<file path="src/rtl/pattern_seq_detector.sv">
// pattern_seq_detector
// Serial bit-pattern detector with a runtime-programmable PAT_W-bit target.
// Accepts a bit only when en=1. Supports overlapping and non-overlapping
// match modes and a synchronous flush of the history. A saturating counter
// tallies matches. The match pulse y is combinational (Mealy): it is valid
// in the same cycle as the completing bit. match_count and cnt_sat follow
// one edge later.

module pattern_seq_detector #(
  parameter int PAT_W = 2,
  parameter int CNT_W = 8
) (
  input  logic             clk,
  input  logic             reset,       // asynchronous, active-low
  input  logic             a,
  input  logic             en,
  input  logic [PAT_W-1:0] pattern,
  input  logic             overlap,
  input  logic             flush,
  input  logic             clr_cnt,
  output logic             y,
  output logic [CNT_W-1:0] match_count,
  output logic             cnt_sat
);

  // fill runs 0..PAT_W-1, so $clog2(PAT_W) bits are enough (PAT_W >= 2).
  localparam int FILL_W = $clog2(PAT_W);
  localparam logic [FILL_W-1:0] FILL_MAX  = FILL_W'(PAT_W - 1);
  localparam logic [FILL_W-1:0] FILL_ONE  = FILL_W'(1);
  localparam logic [FILL_W-1:0] FILL_ZERO = FILL_W'(0);
  localparam logic [CNT_W-1:0]  CNT_MAX   = {CNT_W{1'b1}};
  localparam logic [CNT_W-1:0]  CNT_ONE   = CNT_W'(1);
  localparam logic [CNT_W-1:0]  CNT_ZERO  = CNT_W'(0);
  localparam logic [PAT_W-2:0]  HIST_ZERO = {(PAT_W-1){1'b0}};

  logic [PAT_W-2:0]  hist_q, hist_d;
  logic [FILL_W-1:0] fill_q, fill_d;
  logic [CNT_W-1:0]  cnt_q,  cnt_d;

  logic [PAT_W-1:0]  window_s;
  logic              match_s;

  // The candidate window is the stored history plus the bit on the wire.
  // Its low PAT_W-1 bits are also the shifted history for the next cycle.
  assign window_s = {hist_q, a};

  // Mealy match: a full window of accepted bits that equals the pattern.
  always_comb begin
    match_s = 1'b0;
    if (en && !flush && (fill_q == FILL_MAX) && (window_s == pattern)) begin
      match_s = 1'b1;
    end else begin
      match_s = 1'b0;
    end
  end

  // History and fill tracking. Flush wins over en. A non-overlapping match
  // empties fill so that none of the matched bits can start the next match.
  always_comb begin
    hist_d = hist_q;
    fill_d = fill_q;
    if (flush) begin
      hist_d = HIST_ZERO;
      fill_d = FILL_ZERO;
    end else if (en) begin
      hist_d = window_s[PAT_W-2:0];
      if (match_s && !overlap) begin
        fill_d = FILL_ZERO;
      end else if (fill_q != FILL_MAX) begin
        fill_d = fill_q + FILL_ONE;
      end else begin
        fill_d = fill_q;
      end
    end else begin
      hist_d = hist_q;
      fill_d = fill_q;
    end
  end

  // Saturating match counter. A clear in the same cycle as a match still
  // counts that match, so the counter lands on 1.
  always_comb begin
    cnt_d = cnt_q;
    if (clr_cnt) begin
      if (match_s) begin
        cnt_d = CNT_ONE;
      end else begin
        cnt_d = CNT_ZERO;
      end
    end else if (match_s && (cnt_q != CNT_MAX)) begin
      cnt_d = cnt_q + CNT_ONE;
    end else begin
      cnt_d = cnt_q;
    end
  end

  // State registers. Reset discards any partial history.
  always_ff @(posedge clk or negedge reset) begin
    if (!reset) begin
      hist_q <= HIST_ZERO;
      fill_q <= FILL_ZERO;
      cnt_q  <= CNT_ZERO;
    end else begin
      hist_q <= hist_d;
      fill_q <= fill_d;
      cnt_q  <= cnt_d;
    end
  end

  // Output drive: y stays combinational, and cnt_sat decodes the counter.
  always_comb begin
    y           = match_s;
    match_count = cnt_q;
    if (cnt_q == CNT_MAX) begin
      cnt_sat = 1'b1;
    end else begin
      cnt_sat = 1'b0;
    end
  end

endmodule

</file>
<file path="config.mk">
export PLATFORM = sky130hd
export DESIGN_NAME = pattern_seq_detector
export DESIGN_NICKNAME = d
export VERILOG_FILES = /design/src/rtl/pattern_seq_detector.sv
export SDC_FILE = /design/constraint.sdc
export NUM_CORES = 1
export LEC_CHECK = 0
export BUFFER_PORTS_ARGS = -buffer_cell sky130_fd_sc_hd__buf_2
export CAP_MARGIN = 40
export CORE_MARGIN = 1.5
export CORE_UTILIZATION = 35
export CTS_CLUSTER_DIAMETER = 50
export DETAILED_ROUTE_END_ITERATION = 8
export PLACE_DENSITY_LB_ADDON = 0.25
export SLEW_MARGIN = 20
export SYNTH_ARGS = -nofsm -noshare
export SYNTH_HDL_FRONTEND = slang
export SYNTH_SLANG_ARGS = --single-unit
</file>
<file path="constraint.sdc">
create_clock -name clk -period 1.88 [get_ports clk]
set_input_delay 0.282 -clock clk [delete_from_list [all_inputs] [get_ports clk]]
set_output_delay 0.282 -clock clk [all_outputs]
set_load 0.02 [all_outputs]
</file>
==> flow_summary_export.csv, run 1 <==
group,metric,value,unit
synth,syn_inst,61,
timing,setup-tns-final,0,ps
detailed_routing,wl_per_cell,12.8,µm
cts,root_buffer,"clkbuf_4",
power_and_ir_drop,finalPower,408,µW
detailed_routing,vias,549,
final_layout,diodes,0,
synth,async_flop_share,1.00,
setup_path,critPathLaunchType,"flip-flop",
final_layout,stdcell_area,810,µm²
synth,synth_ff_type,"dfrtp_1",
detailed_routing,drt_wl_total,1330,µm
setup_path,path_common_cell,"or4_4",
setup_path,crit_required,2070,ps
timing,slew_viol_final,0,
detailed_routing,drt_first_pass_iters,4,
floorplan,rows,14,
final_layout,utilization,0.537,
synth,ys_seq_area_frac,0.446,
grt,grtUsageTotal,0.163,
synth,yosys-top-cells-count,"10 x dfrtp_1, 5 x nor2_1, 4 x nand2_1, 4 x nand3_1, 4 x nor2b_1",
timing,timing.fmax,0.541,GHz
setup_path,slowest_delay,500,ps
setup_path,slowest_stage,"or4_4",
placed_design,dpl_worst_slack,-68.7,ps
synth,synth_nets,71,
status,status,"completed",
setup_path,critPathKind,"flip-flop to flip-flop",
grt,grt_max_degree,13,
setup_path,crit_arrival,2040,ps
detailed_routing,final_antenna_net_count,0,
floorplan,io-pin-count,19,
floorplan,core-area,0.00151,mm²
cts,cts_tree,"built",
cts,clock_sinks,10,
timing,tightest_slew,285,ps
detailed_routing,via_per_inst,5.28,
setup_path,cp_max_fo,5,
synth,synth_area_leaders,"dfrtp_1 45%, nor2b_1 4.5%, mux2_2 4.0%, or4_1 4.0%, nand3_1 3.6%",
detailed_routing,drc,0,
job,max-cap-violations,0,
final_layout,area_growth,44.4,%
power_and_ir_drop,ir_drop,0.000285,V
synth,synth_cell_types,24,
detailed_routing,drt_iter0_drc,10,
floorplan,fp.dieH,43.0,µm
grt,grt_pass1_vias,491,
synth,ys_warn_count,0,
timing,timing.final.ws_setup,31.7,ps
final_layout,layout.nets,100,
synth,post-synth-top-area-fraction,0.446,
timing,rsz0062_at_grt,"true",
timing,finalHoldViolCount,0,
floorplan,fp.dieArea,0.00185,mm²
synth,synth-seq-cells,10,
power_and_ir_drop,total_leakage_power,0.368,nW
floorplan,die_w,43.0,µm
synth,yosysTopAreaCell,"dfrtp_1",
timing,finalClockSkew,2.68,ps
timing,whs,203,ps
power_and_ir_drop,power.density,504,mW/mm²
timing,finalCritPeriodShare,0.983,
grt,grt_overflow,0,
cts,clk_path_buf_depth,2,
synth,avgSynthCellArea,9.19,µm²
placed_design,place_congestion,0.727,
cts,insertion_delay,260,ps
grt,grt_pass1_wl,2170,µm
synth,synth_most_common_cell,"dfrtp_1",
placed_design,dp.cells,96,
setup_path,critPathCaptureType,"flip-flop",
cts,clk_pin_slew,60,ps
setup_path,crit_chain,"xor2_1, or4_4, buf_6, or4_4, a21oi_2",
timing,post-route-min-period,1850,ps
placed_design,post_dp_cell_area,689,µm²
synth,synth_edf_count,0,
timing,slew_headroom,0.808,
final_layout,drive_above_1_share,0.432,
synth,synth_area,561,µm²
grt,antenna_found_initial,0,
cts,cts_made_buffers,3,
cts,htreeDepth,1,
placed_design,port_buffers,18,
floorplan,start_util,0.372,
placed_design,dp_hpwl,891,µm
final_layout,instances_no_fill,104,
min_path,hold_path_class,"input pin to flip-flop",
timing,setup_viol,0,
==> worst paths after layout <==
kind | slack (ps) | cells after the start | from | to
min reg2reg | 540 | 2 | fill_q$_DFFE_PN0P_ | fill_q$_DFFE_PN0P_
max reg2reg | 30 | 5 | hist_q$_DFFE_PN0P_ | match_count[6]$_DFFE_PN0P_
min in group asynchronous | 410 | 2 | reset | match_count[0]$_DFFE_PN0P_
max | 30 | 5 | hist_q$_DFFE_PN0P_ | match_count[6]$_DFFE_PN0P_
max in group asynchronous | 1280 | 2 | reset | match_count[1]$_DFFE_PN0P_
min | 200 | 2 | flush | hist_q$_DFFE_PN0P_
==> layer usage <==
| layer | track usage | up-vias | wire length (µm) |
|---|---|---|---|
| met4 | 0.0545 | 0 | 12 |
| met5 | 0 | - | 0 |
| met3 | 0.0766 | 2 | 59 |
| met2 | 0.261 | 13 | 649 |
| met1 | 0.191 | 254 | 607 |
| li1 | - | 280 | - |
==> cell usage in the layout, fill, tap and decap left out, drive strengths merged <==
cell type    netlist  layout
o31ai              2       2
inv                3       3
mux2               2       2
nand3              4       4
nor2               5       5
clkbuf             1       3
a41oi              1       1
o22ai              1       1
o41ai              2       2
or4                3       3
nand2              4       4
dfrtp             10      10
nand4              1       1
o311ai             1       1
nor2b              4       4
nor3               2       2
or3                1       1
nor4               2       2
o21ai              3       3
dlygate4sd3        0       1
mux2i              1       1
buf                2      26
a21oi              3       3
ha                 1       1
xor2               2       2
==> critical path, delay by kind of cell (launching register included) <==
family,cells,cell delay [ps]
AND/OR/NAND/NOR,2,970
flip-flops,1,390
XOR/XNOR,1,140
buffers and inverters,1,140
AO/OA/AOI/OAI,1,140
==> registers in the layout, indices dropped and copies added (netlist names) <==
name / cells
fill_q: 1
hist_q: 1
match_count: 8
==> kinds of logic (layout without fill, tap and decap cells) <==
group | Yosys count | after routing | synth area share
xor gates and xnor gates | 2 | 2 | 0.0313
AOI/OAI and AO/OA | 13 | 13 | 0.154
and+or+nand+nor | 26 | 26 | 0.243
muxes | 3 | 3 | 0.0580
buffers and inverters | 6 | 33 | 0.0446
adders and majority gates | 1 | 1 | 0.0223
DFF | 10 | 10 | 0.446
==> layout make-up <==
class / count / area, µm²
clock buffers: 3 / 22.5
flip-flops and latches: 10 / 250
inverters: 3 / 13.8
fillers: 146 / 697
repair buffers: 27 / 174
multi-input cells: 45 / 329
well taps: 16 / 20.0
==> report_power, final <==
group	leakage, nW	switching, mW	internal, mW
logic	0.217	0.0226	0.0214
registers	0.137	0.00310	0.219
clock network	0.0138	0.0683	0.0738
==> timing repair <==
item,4_1_cts,5_1_grt
buffers inserted,2,2
hold buffers,1,0
hold endpoints to repair,10,0
endpoints found under the setup margin,2,8
gates resized for setup,7,6
pin swaps,3,2
Power figures use the tool's default switching activity.
==> run 2, diff against run 1 <==
- PLACE_DENSITY: not set -> 0.6
- PLACE_DENSITY_LB_ADDON: 0.25 -> not set
- SKIP_CTS_REPAIR_TIMING: not set -> 1
==> run 2 against run 1 <==
  * The flow now finishes with violations (setup timing)
  * Sequential power hardly changed
  * Combinational power is 4% lower
  * Final cell count is 1.9% lower
  * First-iteration DRC count is 80% lower
  * Via count is 3.5% lower
  * Clock-buffer cell count is 1 higher
  * Fmax is 1.8% lower
  * Core utilization is 3.3 points lower
  * Register-to-register slack hardly changed
  * Global-route usage is 0.51 points lower
  * Sequential cell count stayed put
  * Critical endpoint is now y
  * Highest routed layer unchanged
==> flow_summary_export.csv, run 2 (synthesis gave the netlist of run 1 again) <==
group,metric,value,unit
detailed_routing,wl_per_cell,12.9,µm
timing,timing.fmax,0.531,GHz
final_layout,fill_cells,137,
timing,finalHoldViolCount,0,
cts,clk_pin_slew,70,ps
final_layout,utilization,0.504,
timing,slew_headroom,0.798,
power_and_ir_drop,ir_drop,0.000271,V
final_layout,drive_above_1_share,0.372,
final_layout,layout.nets,97,
detailed_routing,vias,530,
power_and_ir_drop,p_seq_frac,0.478,
power_and_ir_drop,p_comb_frac,0.091,
timing,finalClockSkew,1.37,ps
floorplan,start_util,0.372,
final_layout,largest_reg_flops,8,
detailed_routing,drc,0,
setup_path,critPathKind,"flip-flop to output port",
grt,antenna_found_initial,0,
detailed_routing,dr_wl_met2,601,µm
power_and_ir_drop,total_leakage_power,0.356,nW
power_and_ir_drop,power.density,610,mW/mm²
timing,setup_viol,1,
grt,grt_pass1_wl,2170,µm
cts,cts_tree,"built",
grt,grt_max_degree,13,
cts,htreeDepth,1,
cts,insertion_delay,260,ps
floorplan,fp.dieArea,0.00185,mm²
floorplan,core-area,0.00151,mm²
detailed_routing,drt-met1-wl,641,µm
detailed_routing,wl_met3,53,µm
floorplan,fp.dieH,43.0,µm
setup_path,crit_required,1600,ps
cts,clk_path_buf_depth,2,
detailed_routing,drt_iter0_drc,2,
setup_path,cp_max_fo,9,
grt,grtUsageTotal,0.158,
floorplan,rows,14,
power_and_ir_drop,p_sw,107,µW
placed_design,port_buffers,18,
power_and_ir_drop,power.internal,356,µW
placed_design,place_congestion,0.697,
detailed_routing,drt_first_pass_iters,4,
timing,rsz0062_at_grt,"true",
status,status,"finished, violations left",
min_path,hold_path_class,"input pin to flip-flop",
floorplan,die_w,43.0,µm
final_layout,area_growth,35.5,%
detailed_routing,drt_wl_total,1310,µm
timing,slew_viol_final,0,
power_and_ir_drop,finalPower,463,µW
cts,cts_made_buffers,3,
detailed_routing,via_per_inst,5.20,
timing,timing.final.ws_setup,-1.76,ps
timing,finalCritPeriodShare,1.00,
timing,post-route-min-period,1880,ps
timing,tightest_slew,301,ps
final_layout,final_common_cell,"buf_2",
setup_path,critPathCaptureType,"output port",
final_layout,layout_common_cells,"17 x buf_2, 10 x dfrtp_1",
grt,grt_pass1_vias,500,
detailed_routing,top_layer,"met4",
setup_path,crit_arrival,1600,ps
floorplan,io-pin-count,19,
cts,root_buffer,"clkbuf_4",
power_and_ir_drop,switching_share,0.231,
power_and_ir_drop,pwr-share-clk,0.431,
placed_design,dp_hpwl,927,µm
cts,clock_sinks,10,
status,violations,"setup timing",
setup_path,critPathLaunchType,"flip-flop",
job,max-cap-violations,0,
final_layout,diodes,0,
detailed_routing,final_antenna_net_count,0,
grt,grt_overflow,0,
## run 2: changes by cell type in the layout (fill, tap and decap cells not counted), sizes merged
cell    previous run  this run
buf               26        23
clkbuf             3         4
## run 2: power groups by stage
| stage | combinational (mW) | clock (mW) | sequential (mW) |
|---|---|---|---|
| global route | 0.0475 | 0.217 | 0.222 |
| floorplan | 0.0147 | 0 | 0.227 |
| global placement | 0.0366 | 0 | 0.226 |
| finish | 0.0421 | 0.200 | 0.222 |
| CTS | 0.0372 | 0.205 | 0.222 |
| detailed placement | 0.0373 | 0 | 0.226 |
## run 2: layout make-up
type / count / area [µm²] / area share
multi-input combinational: 45 / 292 / 0.384
sequential: 10 / 250 / 0.329
timing repair buffer: 24 / 148 / 0.194
clock buffer: 4 / 36.3 / 0.0478
tap: 16 / 20.0 / 0.0264
inverter: 3 / 13.8 / 0.0181
## run 2: metal layers
metal  global-route usage  up-vias
met5                    0        -
met3               0.0383        2
li1                     -      275
met2                0.230       11
met1                0.210      242
met4               0.0909        0
## run 2: path summary, 6_finish.rpt
path                                    startpoint                    endpoint  slack, ps  cells past startpoint
worst max-delay path            hist_q$_DFFE_PN0P_                           y         -2                      5
worst min-delay path                         flush          fill_q$_DFFE_PN0P_        200                      2
worst max register to register  hist_q$_DFFE_PN0P_  match_count[5]$_DFFE_PN0P_         30                      4
worst min register to register  fill_q$_DFFE_PN0P_          fill_q$_DFFE_PN0P_        540                      2
max in group asynchronous                    reset  match_count[1]$_DFFE_PN0P_       1280                      2
min in group asynchronous                    reset  match_count[6]$_DFFE_PN0P_        400                      2
## run 2: critical path, stage by stage (launching register included)
cell and delay (ps):
dfrtp_1 390, xor2_1 140, or4_4 470, buf_6 170
inv_4 60, buf_6 100
## run 2: stage by stage
step | setup TNS [ps] | area (µm²) | worst slack, ps | hold WS, ps | std cells
2_1_floorplan | 0 | 563 | 110 | -13.6 | 61
5_1_grt | -86.9 | 759 | -65.9 | 202 | 102
3_5_place_dp | -173 | 689 | -101 | 166 | 96
3_3_place_gp | -96.9 | 689 | -57.1 | 159 | 96
6_report | -1.76 | 759 | -1.76 | 198 | 102
4_1_cts | -210 | 726 | -186 | -131 | 100
==> run 3, diff against run 2 <==
- PLACE_DENSITY: 0.6 -> 0.58
- clock period: 1.88 -> 1.75 ns (I/O delays scaled with it)
==> run 3 against run 2 <==
  * The run still ends with setup timing left
  * Clock skew shrank 0.54 ps
  * Die area is the same
  * Global-route usage grew 2.1 points
  * Setup slack lost 190 ps
  * Total power grew 8.8%
  * Via count grew 10%
  * Critical path depth is the same
  * Largest cell class unchanged
==> flow_summary_export.csv, run 3 (synthesis gave the netlist of run 1 again) <==
group,metric,value,unit
status,status,"finished, violations left",
status,violations,"setup timing",
min_path,hold_path_class,"input pin to flip-flop",
floorplan,die_w,43.0,µm
final_layout,layout_common_cells,"16 x buf_2, 10 x dfrtp_1, 9 x buf_4",
detailed_routing,top_layer,"met4",
timing,timing.final.ws_setup,-192,ps
detailed_routing,dr_wl_met2,771,µm
grt,grt_max_degree,13,
final_layout,final_common_cell,"buf_2",
detailed_routing,drt-met1-wl,707,µm
timing,finalHoldViolCount,0,
timing,finalCritPeriodShare,1.11,
setup_path,critPathLaunchType,"flip-flop",
floorplan,fp.dieH,43.0,µm
detailed_routing,via_per_inst,5.35,
cts,clock_sinks,10,
floorplan,core-area,0.00151,mm²
setup_path,slowest_delay,530,ps
detailed_routing,wl_per_cell,14.1,µm
grt,grt_pass1_wl,2430,µm
setup_path,crit_required,1900,ps
final_layout,diodes,0,
detailed_routing,drt_wl_total,1530,µm
floorplan,start_util,0.372,
timing,post-route-min-period,1940,ps
cts,cts_tree,"built",
final_layout,area_growth,59.6,%
detailed_routing,drc,0,
final_layout,largest_reg_flops,8,
cts,root_buffer,"clkbuf_4",
timing,rsz0062_at_grt,"true",
job,max-cap-violations,0,
setup_path,crit_path_start,"hist_q$_DFFE_PN0P_",
detailed_routing,wl_met3,45,µm
final_layout,drive_above_1_share,0.505,
setup_path,r2r.worst_path.cells,5,
placed_design,dpl_worst_slack,-153,ps
cts,clk_pin_slew,70,ps
setup_path,critical_path.endpoint,"match_count[5]$_DFFE_PN0P_",
placed_design,place_congestion,0.773,
timing,slew_viol_final,0,
setup_path,r2r-start,"hist_q$_DFFE_PN0P_",
power_and_ir_drop,power.density,563,mW/mm²
timing,setup_viol,5,
detailed_routing,drt_iter0_drc,12,
placed_design,port_buffers,18,
setup_path,crit_chain,"xor2_1, or4_4, buf_6, nor4_4, mux2_4",
setup_path,cp_max_fo,4,
timing,setup-tns-final,-574,ps
floorplan,io-pin-count,19,
detailed_routing,vias,583,
cts,htreeDepth,1,
min_path,worstHoldStart,"flush",
cts,insertion_delay,260,ps
grt,grtUsageTotal,0.179,
floorplan,rows,14,
timing,timing.fmax,0.515,GHz
setup_path,crit_arrival,2090,ps
grt,grt_pass1_vias,561,
grt,antenna_found_initial,0,
power_and_ir_drop,total_leakage_power,0.402,nW
grt,grt_overflow,0,
cts,clk_path_buf_depth,2,
final_layout,layout.nets,104,
floorplan,fp.dieArea,0.00185,mm²
timing,tightest_slew,358,ps
setup_path,critPathKind,"flip-flop to flip-flop",
power_and_ir_drop,finalPower,504,µW
cts,cts_made_buffers,3,
setup_path,slowest_stage,"or4_4",
setup_path,critPathCaptureType,"flip-flop",
setup_path,reg2reg_to,"match_count[5]$_DFFE_PN0P_",
power_and_ir_drop,ir_drop,0.000407,V
detailed_routing,drt_first_pass_iters,2,
detailed_routing,final_antenna_net_count,0,
timing,finalClockSkew,0.833,ps
timing,slew_headroom,0.758,
setup_path,r2r_slack,-190,ps
placed_design,dp_hpwl,1010,µm
[run 3: cell types whose count changed in the layout (fill, tap and decap cells not counted), moves of 2 or more]
| cell | previous run | this run |
|---|---|---|
| buf_4 | 4 | 9 |
| buf_6 | 2 | 5 |
| mux2_2 | 2 | 0 |
| mux2_4 | 0 | 2 |
| nor4_1 | 2 | 0 |
| nor4_4 | 0 | 2 |
[run 3: worst min-delay path by stage]
stage                            endpoint  slack, ps  cells after the start
6_report               fill_q$_DFFE_PN0P_        260                      3
5_1_grt                hist_q$_DFFE_PN0P_        250                      3
4_1_cts        match_count[1]$_DFFE_PN0P_       -140                      1
3_5_place_dp   match_count[1]$_DFFE_PN0P_        150                      1
3_3_place_gp   match_count[1]$_DFFE_PN0P_        140                      1
2_1_floorplan          fill_q$_DFFE_PN0P_        -30                      0
[run 3: layout make-up]
type	instances	area (µm²)
fillers	127	612
inverters	3	13.8
well taps	16	20.0
repair buffers	31	214
clock buffers	4	36.3
multi-input cells	45	360
flip-flops and latches	10	250
[run 3: stage by stage]
stage          cells  utilization  hold slack [ps]  instance area (µm²)
3_5_place_dp      99        0.481              148                  724
5_1_grt          109        0.594              255                  895
3_3_place_gp      99        0.481              141                  724
2_1_floorplan     61            -            -33.1                  576
6_report         109        0.594              258                  895
4_1_cts          103        0.505             -139                  761
[run 3: layer usage]
layer,vias up,GRT usage
li1,294,-
met1,276,0.239
met2,11,0.279
met3,2,0.0511
met4,0,0.0545
met5,-,0
[run 3: report_power, final]
part | switching (mW) | internal, mW
Combinational | 0.0280 | 0.0278
Sequential | 0.00293 | 0.235
Clock | 0.0840 | 0.126
[run 3: critical path: cells and delay by family, from the launching register on]
kind,cells,cell delay (ps)
simple gates,2,830
buf+inv,1,150
flops,1,390
mux,1,320
xor+xnor,1,140
